## config.mk

```make
export PLATFORM = sky130hd
export DESIGN_NAME = bus_arbiter
export DESIGN_NICKNAME = d
export VERILOG_FILES = /design/src/rtl/bus_arbiter.sv
export SDC_FILE = /design/constraint.sdc
export NUM_CORES = 1
export LEC_CHECK = 0
export CORE_MARGIN = 8
export CORE_UTILIZATION = 41
export CTS_CLUSTER_DIAMETER = 80
export DETAILED_ROUTE_END_ITERATION = 6
export RECOVER_POWER = 50
export SLEW_MARGIN = 30
export SYNTH_ARGS = -nofsm -noshare
export SYNTH_HDL_FRONTEND = slang
export SYNTH_SLANG_ARGS = --single-unit
```

## constraint.sdc

```tcl
create_clock -name clk -period 2.65 [get_ports clk]
set_input_delay 0.265 -clock clk [delete_from_list [all_inputs] [get_ports clk]]
set_output_delay 0.265 -clock clk [all_outputs]
set_load 0.01 [all_outputs]
```

## src/rtl/bus_arbiter.sv

```systemverilog
// ---------------------------------------------------------------------------
// bus_arbiter : round-robin owner arbiter for the shared system bus, with
//               access tracking and a ready-timeout watchdog.
// Revision    : 1.0
// ---------------------------------------------------------------------------
`default_nettype none

module bus_arbiter #(
    parameter int NUM_MASTERS = 4,
    parameter int SEL_W       = 2,
    parameter int TIMEOUT     = 255
) (
    input  logic                   clk,
    input  logic                   reset_,
    input  logic [NUM_MASTERS-1:0] m_req_,
    input  logic [NUM_MASTERS-1:0] m_as_,
    input  logic                   m_rdy_,
    output logic [NUM_MASTERS-1:0] m_grnt_,
    output logic [SEL_W-1:0]       bus_owner,
    output logic                   bus_valid,
    output logic                   bus_busy,
    output logic                   bus_err
);

    localparam int                   WD_W      = (TIMEOUT > 1) ? $clog2(TIMEOUT) : 1;
    localparam int                   WD_LAST_I = (TIMEOUT > 0) ? TIMEOUT - 1 : 0;
    localparam logic [WD_W-1:0]      WD_LAST   = WD_LAST_I[WD_W-1:0];
    localparam logic                 WD_EN     = (TIMEOUT > 0);
    localparam logic [NUM_MASTERS-1:0] ONE     = {{(NUM_MASTERS-1){1'b0}}, 1'b1};

    typedef enum logic [1:0] {
        ST_IDLE  = 2'd0,
        ST_OWNED = 2'd1,
        ST_BUSY  = 2'd2
    } state_t;

    state_t                 state_q;
    logic [NUM_MASTERS-1:0] grnt_q;
    logic [SEL_W-1:0]       owner_q;
    logic [SEL_W-1:0]       last_q;
    logic                   valid_q;
    logic                   busy_q;
    logic                   err_q;
    logic [WD_W-1:0]        wd_q;

    logic [NUM_MASTERS-1:0] req_act;
    logic [NUM_MASTERS-1:0] as_act;
    logic                   rdy_act;
    logic [NUM_MASTERS-1:0] owner_oh;
    logic [NUM_MASTERS-1:0] cand;
    logic                   own_req;
    logic                   own_as;
    logic                   win_found;
    logic [SEL_W-1:0]       win_idx;
    int                     pos;

    assign req_act  = ~m_req_;
    assign as_act   = ~m_as_;
    assign rdy_act  = ~m_rdy_;
    assign owner_oh = ONE << owner_q;
    assign own_req  = |(req_act & owner_oh);
    assign own_as   = |(as_act & owner_oh);

    // During a handover the releasing owner must not win its own bus back.
    assign cand = req_act & ((state_q == ST_OWNED) ? ~owner_oh : {NUM_MASTERS{1'b1}});

    always_comb begin
        win_found = 1'b0;
        win_idx   = '0;
        pos       = 0;
        for (int i = 1; i <= NUM_MASTERS; i++) begin
            pos = int'(last_q) + i;
            if (pos >= NUM_MASTERS) begin
                pos = pos - NUM_MASTERS;
            end
            if (!win_found && (|((cand >> pos) & ONE))) begin
                win_found = 1'b1;
                win_idx   = SEL_W'(pos);
            end
        end
    end

    always_ff @(posedge clk or negedge reset_) begin
        if (!reset_) begin
            state_q <= ST_IDLE;
            grnt_q  <= '1;
            owner_q <= '0;
            last_q  <= SEL_W'(NUM_MASTERS - 1);
            valid_q <= 1'b0;
            busy_q  <= 1'b0;
            err_q   <= 1'b0;
            wd_q    <= '0;
        end else begin
            err_q <= 1'b0;
            case (state_q)
                ST_IDLE: begin
                    if (win_found) begin
                        grnt_q  <= ~(ONE << win_idx);
                        owner_q <= win_idx;
                        last_q  <= win_idx;
                        valid_q <= 1'b1;
                        state_q <= ST_OWNED;
                    end
                end
                ST_OWNED: begin
                    // A starting access takes priority over a simultaneous release.
                    if (own_as) begin
                        busy_q  <= 1'b1;
                        wd_q    <= '0;
                        state_q <= ST_BUSY;
                    end else if (!own_req) begin
                        if (win_found) begin
                            grnt_q  <= ~(ONE << win_idx);
                            owner_q <= win_idx;
                            last_q  <= win_idx;
                        end else begin
                            grnt_q  <= '1;
                            valid_q <= 1'b0;
                            state_q <= ST_IDLE;
                        end
                    end
                end
                ST_BUSY: begin
                    if (rdy_act) begin
                        wd_q <= '0;
                        if (!own_as) begin
                            busy_q  <= 1'b0;
                            state_q <= ST_OWNED;
                        end
                    end else if (WD_EN && (wd_q == WD_LAST)) begin
                        err_q   <= 1'b1;
                        busy_q  <= 1'b0;
                        grnt_q  <= '1;
                        valid_q <= 1'b0;
                        wd_q    <= '0;
                        state_q <= ST_IDLE;
                    end else begin
                        wd_q <= wd_q + 1'b1;
                    end
                end
                default: begin
                    grnt_q  <= '1;
                    valid_q <= 1'b0;
                    busy_q  <= 1'b0;
                    state_q <= ST_IDLE;
                end
            endcase
        end
    end

    assign m_grnt_   = grnt_q;
    assign bus_owner = owner_q;
    assign bus_valid = valid_q;
    assign bus_busy  = busy_q;
    assign bus_err   = err_q;

endmodule

`default_nettype wire
```

Word-level counts from Yosys, hierarchy flattened
Cells that the tools add are included.
Widths: inputs -> output; s select.
{"block": "word_totals", "register_bits": 21, "input_bits": 11, "out_inout_bits": 9, "word_cells": 120}
{"block": "op_classes", "n_addsub": 9, "n_lt_le_gt_ge": 4, "n_eq_ne": 14, "n_shift": 6, "n_mux": 54, "bitwise_logic": 8, "n_reduce_logical": 17}
{"op": "$mux 32", "n": 4}
{"op": "$shr 4x32->1", "n": 4}
{"op": "$mux 2", "n": 17}
{"op": "$mux 4", "n": 7}
{"op": "$mux 8", "n": 3}
{"op": "$mux 1", "n": 16}
{"op": "$not 4->4", "n": 4}
{"op": "$pmux 8 s2", "n": 1}
{"op": "$ne 2x2->1 const B", "n": 7}
{"op": "$and 4x4->4", "n": 3}
{"op": "$ne 3x3->1 const B", "n": 4}
{"op": "$pmux 4 s3", "n": 1}
{"op": "$sub 3x3->4 const B", "n": 3}
{"op": "$reduce_and 5->1", "n": 2}
{"op": "$ge 3x3->1 const B", "n": 3}
{"op": "$add 8x1->8 const B", "n": 1}
{"op": "$eq 8x8->1 const B", "n": 1}
{"op": "$pmux 2 s2", "n": 2}
{"op": "$reduce_or 4->1", "n": 2}
{"op": "$shl 1x2->4 const A", "n": 2}
{"op": "$add 2x2->3 const B", "n": 2}
{"op": "$pmux 1 s3", "n": 2}
{"op": "$pmux 2 s3", "n": 1}
{"op": "$reduce_and 6->1", "n": 1}
{"op": "other kinds (14)", "n": 19}

Longest topological paths before layout
{"block": "depth", "depth_word": 21, "depth_mapped": 9, "depth_no_buf": 8}

Least setup slack after synthesis
OpenSTA, ideal clock, no wires.
{"block": "synth_timing", "path_type": "reg2reg", "from": "register last_q[0]", "to": "register owner_q[0] (netlist: bus_owner[0])", "setup_ps": 125, "arrival_time_ps": 2341, "required_time_ps": 2525, "setup_slack_ps": 184, "stages_incl_launch_ff": 9, "n_path_buf": 1, "period_less_slack_ps": 2466, "cell_sequence": "dfstp_2 > clkbuf_1 > inv_1 > ha_1 > nand2b_1 > a32oi_1 > mux2_1 > a31oi_2 > mux2_2"}
{"block": "synth_between", "elab_chain_len": 18, "elab_cells_between_ends": 38, "classes_between": "add/sub (8); order compare (4); shift (4); mux (16); reduce/logical (6)"}
{"item": "start, declared", "line_no": "40", "source": "logic [SEL_W-1:0] last_q;"}
{"item": "start signal, assigned", "line_no": "88", "source": "last_q <= SEL_W'(NUM_MASTERS - 1);"}
{"item": "start signal, assigned", "line_no": "100", "source": "last_q <= win_idx;"}
{"item": "start signal, assigned", "line_no": "115", "source": "last_q <= win_idx;"}
{"item": "$add 2x1->3", "line_no": "72", "source": "pos = int'(last_q) + i;"}
{"item": "$sub 3x3->4 / $ge 3x3->1 (equally long branches)", "line_no": "74, 73"}
{"item": "$mux 32", "line_no": "73", "source": "if (pos >= NUM_MASTERS) begin"}
{"item": "$shr 4x32->1", "line_no": "76", "source": "if (!win_found && (|((cand >> pos) & ONE))) begin"}
{"item": "$mux 1", "line_no": "76"}
{"item": "$logic_not 1->1", "line_no": "76"}
{"item": "$logic_and 1x1->1", "line_no": "76"}
{"item": "$mux 1", "line_no": "76"}
{"item": "(+2 left out)"}
{"item": "$mux 1", "line_no": "76"}
{"item": "$logic_not 1->1", "line_no": "76"}
{"item": "$logic_and 1x1->1", "line_no": "76"}
{"item": "$mux 2 / $mux 1 (equally long branches)", "line_no": "76"}
{"item": "$mux 2 *", "line_no": "97, 112"}
{"item": "$mux 2", "line_no": "111", "source": "end else if (!own_req) begin"}
{"item": "$mux 2", "line_no": "107", "source": "if (own_as) begin"}
{"item": "$pmux 2 s2 *", "line_no": "95", "source": "case (state_q)"}
{"item": "end signal, assigned", "line_no": "99", "source": "owner_q <= win_idx;"}
{"item": "end signal, assigned", "line_no": "114", "source": "owner_q <= win_idx;"}
{"item": "end, declared", "line_no": "39", "source": "logic [SEL_W-1:0] owner_q;"}
Every way passes the cells marked *; elsewhere a longest branch is shown, timed or not. The select of a mux whose other input is x is not followed.
A chain may end at the register's enable or synchronous reset.

Worst setup path after layout
{"block": "layout_timing", "from": "register state_q[0]", "to": "register grnt_q[0] (netlist: m_grnt_[0])"}
{"block": "layout_between", "elab_chain_len": 20, "elab_cells_between_ends": 36, "classes_between": "eq/ne (7); shift (5); mux (14); bitwise (2); reduce/logical (8)"}
{"item": "start, declared", "line_no": "37", "source": "state_t state_q;"}
{"item": "start signal, assigned", "line_no": "85", "source": "state_q <= ST_IDLE;"}
{"item": "start signal, assigned", "line_no": "102", "source": "state_q <= ST_OWNED;"}
{"item": "start signal, assigned", "line_no": "110", "source": "state_q <= ST_BUSY;"}
{"item": "$eq 2x1->1", "line_no": "65, 95"}
{"item": "$mux 4", "line_no": "65", "source": "assign cand = req_act & ((state_q == ST_OWNED) ? ~owner_oh : {NUM_MASTERS{1'b1}});"}
{"item": "$and 4x4->4", "line_no": "65"}
{"item": "$shr 4x32->1", "line_no": "76"}
{"item": "$mux 1", "line_no": "76"}
{"item": "$logic_not 1->1", "line_no": "76"}
{"item": "$logic_and 1x1->1", "line_no": "76"}
{"item": "$mux 1", "line_no": "76"}
{"item": "(+4 left out)"}
{"item": "$logic_and 1x1->1", "line_no": "76"}
{"item": "$mux 2", "line_no": "76"}
{"item": "$shl 1x2->4", "line_no": "98, 113"}
{"item": "$not 4->4", "line_no": "98, 113"}
{"item": "$mux 4", "line_no": "112", "source": "if (win_found) begin"}
{"item": "$mux 4", "line_no": "111"}
{"item": "$mux 4", "line_no": "107"}
{"item": "$pmux 4 s3", "line_no": "95"}
{"item": "end signal, assigned", "line_no": "98", "source": "grnt_q <= ~(ONE << win_idx);"}
{"item": "end signal, assigned", "line_no": "113", "source": "grnt_q <= ~(ONE << win_idx);"}
{"item": "end, declared", "line_no": "38", "source": "logic [NUM_MASTERS-1:0] grnt_q;"}
Several ways; a longest one is shown, not always the timed one. The select of a mux whose other input is x is not followed.

==> run_results.csv <==
group,metric,value,unit
worst_setup_path,regToRegStartpoint,"state_q[0]$_DFFE_PN0P_",
worst_setup_path,startpoint_type,"register",
job,maxCapViolCount,0,
synthesis,synth_largest_area_cell,"dfrtp_1",
power_and_ir_drop,p_int,1.22,mW
timing,fin_crit_sh,89.9,%
die,design.core.area,0.00361,mm2
timing,final-hold-violation-count,0,
placement,placed_area,0.00177,mm2
worst_setup_path,cp_slowest_cell,"dfrtp_1",
placement,place_hpwl,2510,um
clocking,tritoncts,"done",
power_and_ir_drop,swShare,44.4,%
power_and_ir_drop,p_comb_share,64.6,%
worst_setup_path,cp_max_fo,14,
timing,relSlewSlack,53.7,%
synthesis,yosysSeqAreaShare,35.4,%
clocking,cts_resized,0,
run_status,status,"finished, final reports clean",
power_and_ir_drop,power.switching,0.975,mW
worst_setup_path,path_delay_family,"compound AO/OA/AOI/OAI gates",
worst_hold_path,min_path_type,"reg2reg",
clocking,clockRootBuffer,"clkbuf_8",
clocking,htreeDepth,1,
synthesis,ys_ff_latch,21,
clocking,cts_made_buffers,3,
synthesis,syn_avg_cell_area,9.36,um2
timing,whs,478,ps
worst_setup_path,critPathBufInv,0,
synthesis,ys_warn_count,0,
timing,period_needed,2380,ps
timing,fmax,0.420,GHz
routing,routedWlPerCell,13.9,um
routing,routed_wl,3220,um
routing,vias_per_cell,5.43,
synthesis,yosysTopAreaCellShare,24.9,%
cells_and_area,design_area,0.00181,mm2
die,ios,20,
synthesis,synth_ff_type,"dfrtp_1",
worst_setup_path,worst-r2r-cell-count,6,
synthesis,synth.area.top_cells,"dfrtp_1 25%, dfstp_2 10%, ha_1 5.8%, nor2_1 4.0%, nand2_1 3.7%",
die,rows,22,
cells_and_area,stdcell_count,232,
synthesis,synth_common_cells,"16 x nor2_1, 15 x dfrtp_1, 15 x nand2_1",
worst_setup_path,critPathKind,"reg2reg",
synthesis,synthArstFlopShare,100,%
worst_setup_path,timing.rr.end,"m_grnt_[0]$_DFFE_PN1P_",
timing,report.final.slew_viol_count,0,
cells_and_area,area_growth_syn_to_layout,20.3,%
clocking,clock_path_buffers,2,
power_and_ir_drop,power_frac_seq,25.9,%
power_and_ir_drop,leakage,0.730,nW
die,start_util,41.8,%
grt,grt_pass1_wl,5630,um
synthesis,syn_area,0.00151,mm2
routing,drc,0,
clocking,cts_setup_buffers,0,
worst_setup_path,crit_end,"m_grnt_[0]$_DFFE_PN1P_",
worst_setup_path,r2r_slack,270,ps
cells_and_area,n_antenna_cell,0,
clocking,cts_hold_buffers,0,
cells_and_area,fin_nets,203,
routing,first_pass_iters,4,
synthesis,syn-num-nets,179,
worst_setup_path,crit_chain,"or4b_4, a221oi_1, a211o_2, nand3_4, o31a_1, o22a_1",
grt,grt_remaining_overflow,0,
timing,grt_setup_unrepaired,"no",
worst_setup_path,worst_ep_required_time,2840,ps
die,die-height,76.6,um
routing,final_antenna_net_count,0,
worst_setup_path,max_stage_delay,560,ps
clocking,clkLatencyLatePin,260,ps
worst_setup_path,cp-startpoint,"state_q[0]$_DFFE_PN0P_",
timing,worst_pin_slew,692,ps
routing,drtIter0Drc,67,
power_and_ir_drop,power,2.20,mW
synthesis,post-synth-top-count-cell,"nor2_1",
clocking,clk_pin_slew,70,ps
worst_setup_path,cp.arrival,2570,ps
placement,place.gp.congestion,0.821,
timing,tns,0,ps
cells_and_area,drive_gt1_share,12.5,%
clocking,cts.sinks,21,
power_and_ir_drop,ir_drop,0.000427,V
die,dieWidth,76.6,um
synthesis,synth_cell_types,52,
routing,vias,1259,
placement,dp_cells,228,
grt,grt_max_degree,17,
worst_setup_path,end_kind,"register",
grt,grt_antenna_before_repair,0,
placement,pre_cts_slack,261,ps
grt,track_usage,11.4,%
die,design.die.area,0.00587,mm2
timing,skew,2.82,ps
synthesis,synth_edf_count,0,
power_and_ir_drop,clkPwrFrac,9.4,%
power_and_ir_drop,powerDensity,1210,mW/mm2
worst_setup_path,crit_cells,6,
placement,port_buffers,19,
timing,fin_ws,269,ps
cells_and_area,final_util,50.3,%
synthesis,synth_cells,161,
timing,setup_viol,0,
grt,grt_pass1_vias,1236,
[layer usage]
metal  vias to the layer above  GRT usage [%]  share of wire, %
li1                        644              -                 -
met4                         0           3.46              0.96
met3                         4           2.71               4.6
met1                       583           14.9                50
met2                        28           18.0                45
met5                         -              0                 0
[power groups by stage]
stage                     Clock, mW  Combinational, mW  Sequential [mW]
after global routing          0.230               1.57            0.594
after floorplan                   0               1.07            0.564
after global placement            0               1.41            0.572
after CTS                     0.214               1.44            0.571
final                         0.207               1.42            0.570
after detailed placement          0               1.43            0.578
[how the worst min path moves through the flow]
stage / cells past startpoint / to / from
2_1_floorplan: 0 / bus_busy$_DFFE_PN0P_ / reset_
3_3_place_gp: 1 / bus_busy$_DFFE_PN0P_ / bus_busy$_DFFE_PN0P_
3_5_place_dp: 1 / wd_q[7]$_DFFE_PN0P_ / wd_q[7]$_DFFE_PN0P_
4_1_cts: 1 / wd_q[0]$_DFFE_PN0P_ / reset_
5_1_grt: 1 / wd_q[7]$_DFFE_PN0P_ / wd_q[7]$_DFFE_PN0P_
6_report: 1 / bus_busy$_DFFE_PN0P_ / bus_busy$_DFFE_PN0P_
[area by class of cell]
type	count	area, um2
Clock buffer	4	45.0
Fill cell	349	1790
Inverter	9	33.8
Multi-Input combinational cell	127	925
Sequential cell	21	533
Tap cell	48	60.1
Timing Repair Buffer	23	216
[sequential cells by signal, indices dropped and copies added (netlist names)]
signal	flops
bus_owner	2
m_grnt_	4
last_q	2
wd_q	8
bus_busy	1
bus_valid	1
bus_err	1
state_q	2
[cell usage in the layout, fill, tap and decap left out, types with 2 or more instances in the layout]
cell | netlist | layout
clkbuf_8 | 0 | 3
xor2_1 | 2 | 2
dfstp_2 | 6 | 6
inv_1 | 9 | 9
clkdlybuf4s50_1 | 0 | 15
nand3_1 | 6 | 6
nand2b_1 | 7 | 7
o31a_1 | 2 | 2
a22oi_1 | 2 | 2
o31ai_1 | 2 | 2
nor2_1 | 16 | 16
nand2_1 | 15 | 15
a21oi_1 | 2 | 2
a21o_1 | 2 | 2
o21ai_0 | 10 | 10
buf_4 | 0 | 3
ha_1 | 7 | 7
clkbuf_1 | 4 | 2
o21ai_1 | 3 | 3
nor2b_1 | 8 | 8
a32oi_1 | 4 | 4
dlygate4sd3_1 | 0 | 4
a2bb2oi_1 | 2 | 2
and3_1 | 2 | 2
mux2_2 | 2 | 2
o21bai_1 | 2 | 2
dfrtp_1 | 15 | 15
nand3b_1 | 2 | 2
nand4bb_1 | 2 | 2
[logic make-up after synthesis]
logic type,Yosys count,share of synthesized area [%]
buffers and inverters,13,3.24
muxes,5,5.48
adders and majority gates,7,5.81
DFF,21,35.4
AOI/OAI and AO/OA,48,25.4
and+or+nand+nor,65,23.5
xor gates and xnor gates,2,1.16
Power figures use the tool's default switching activity.
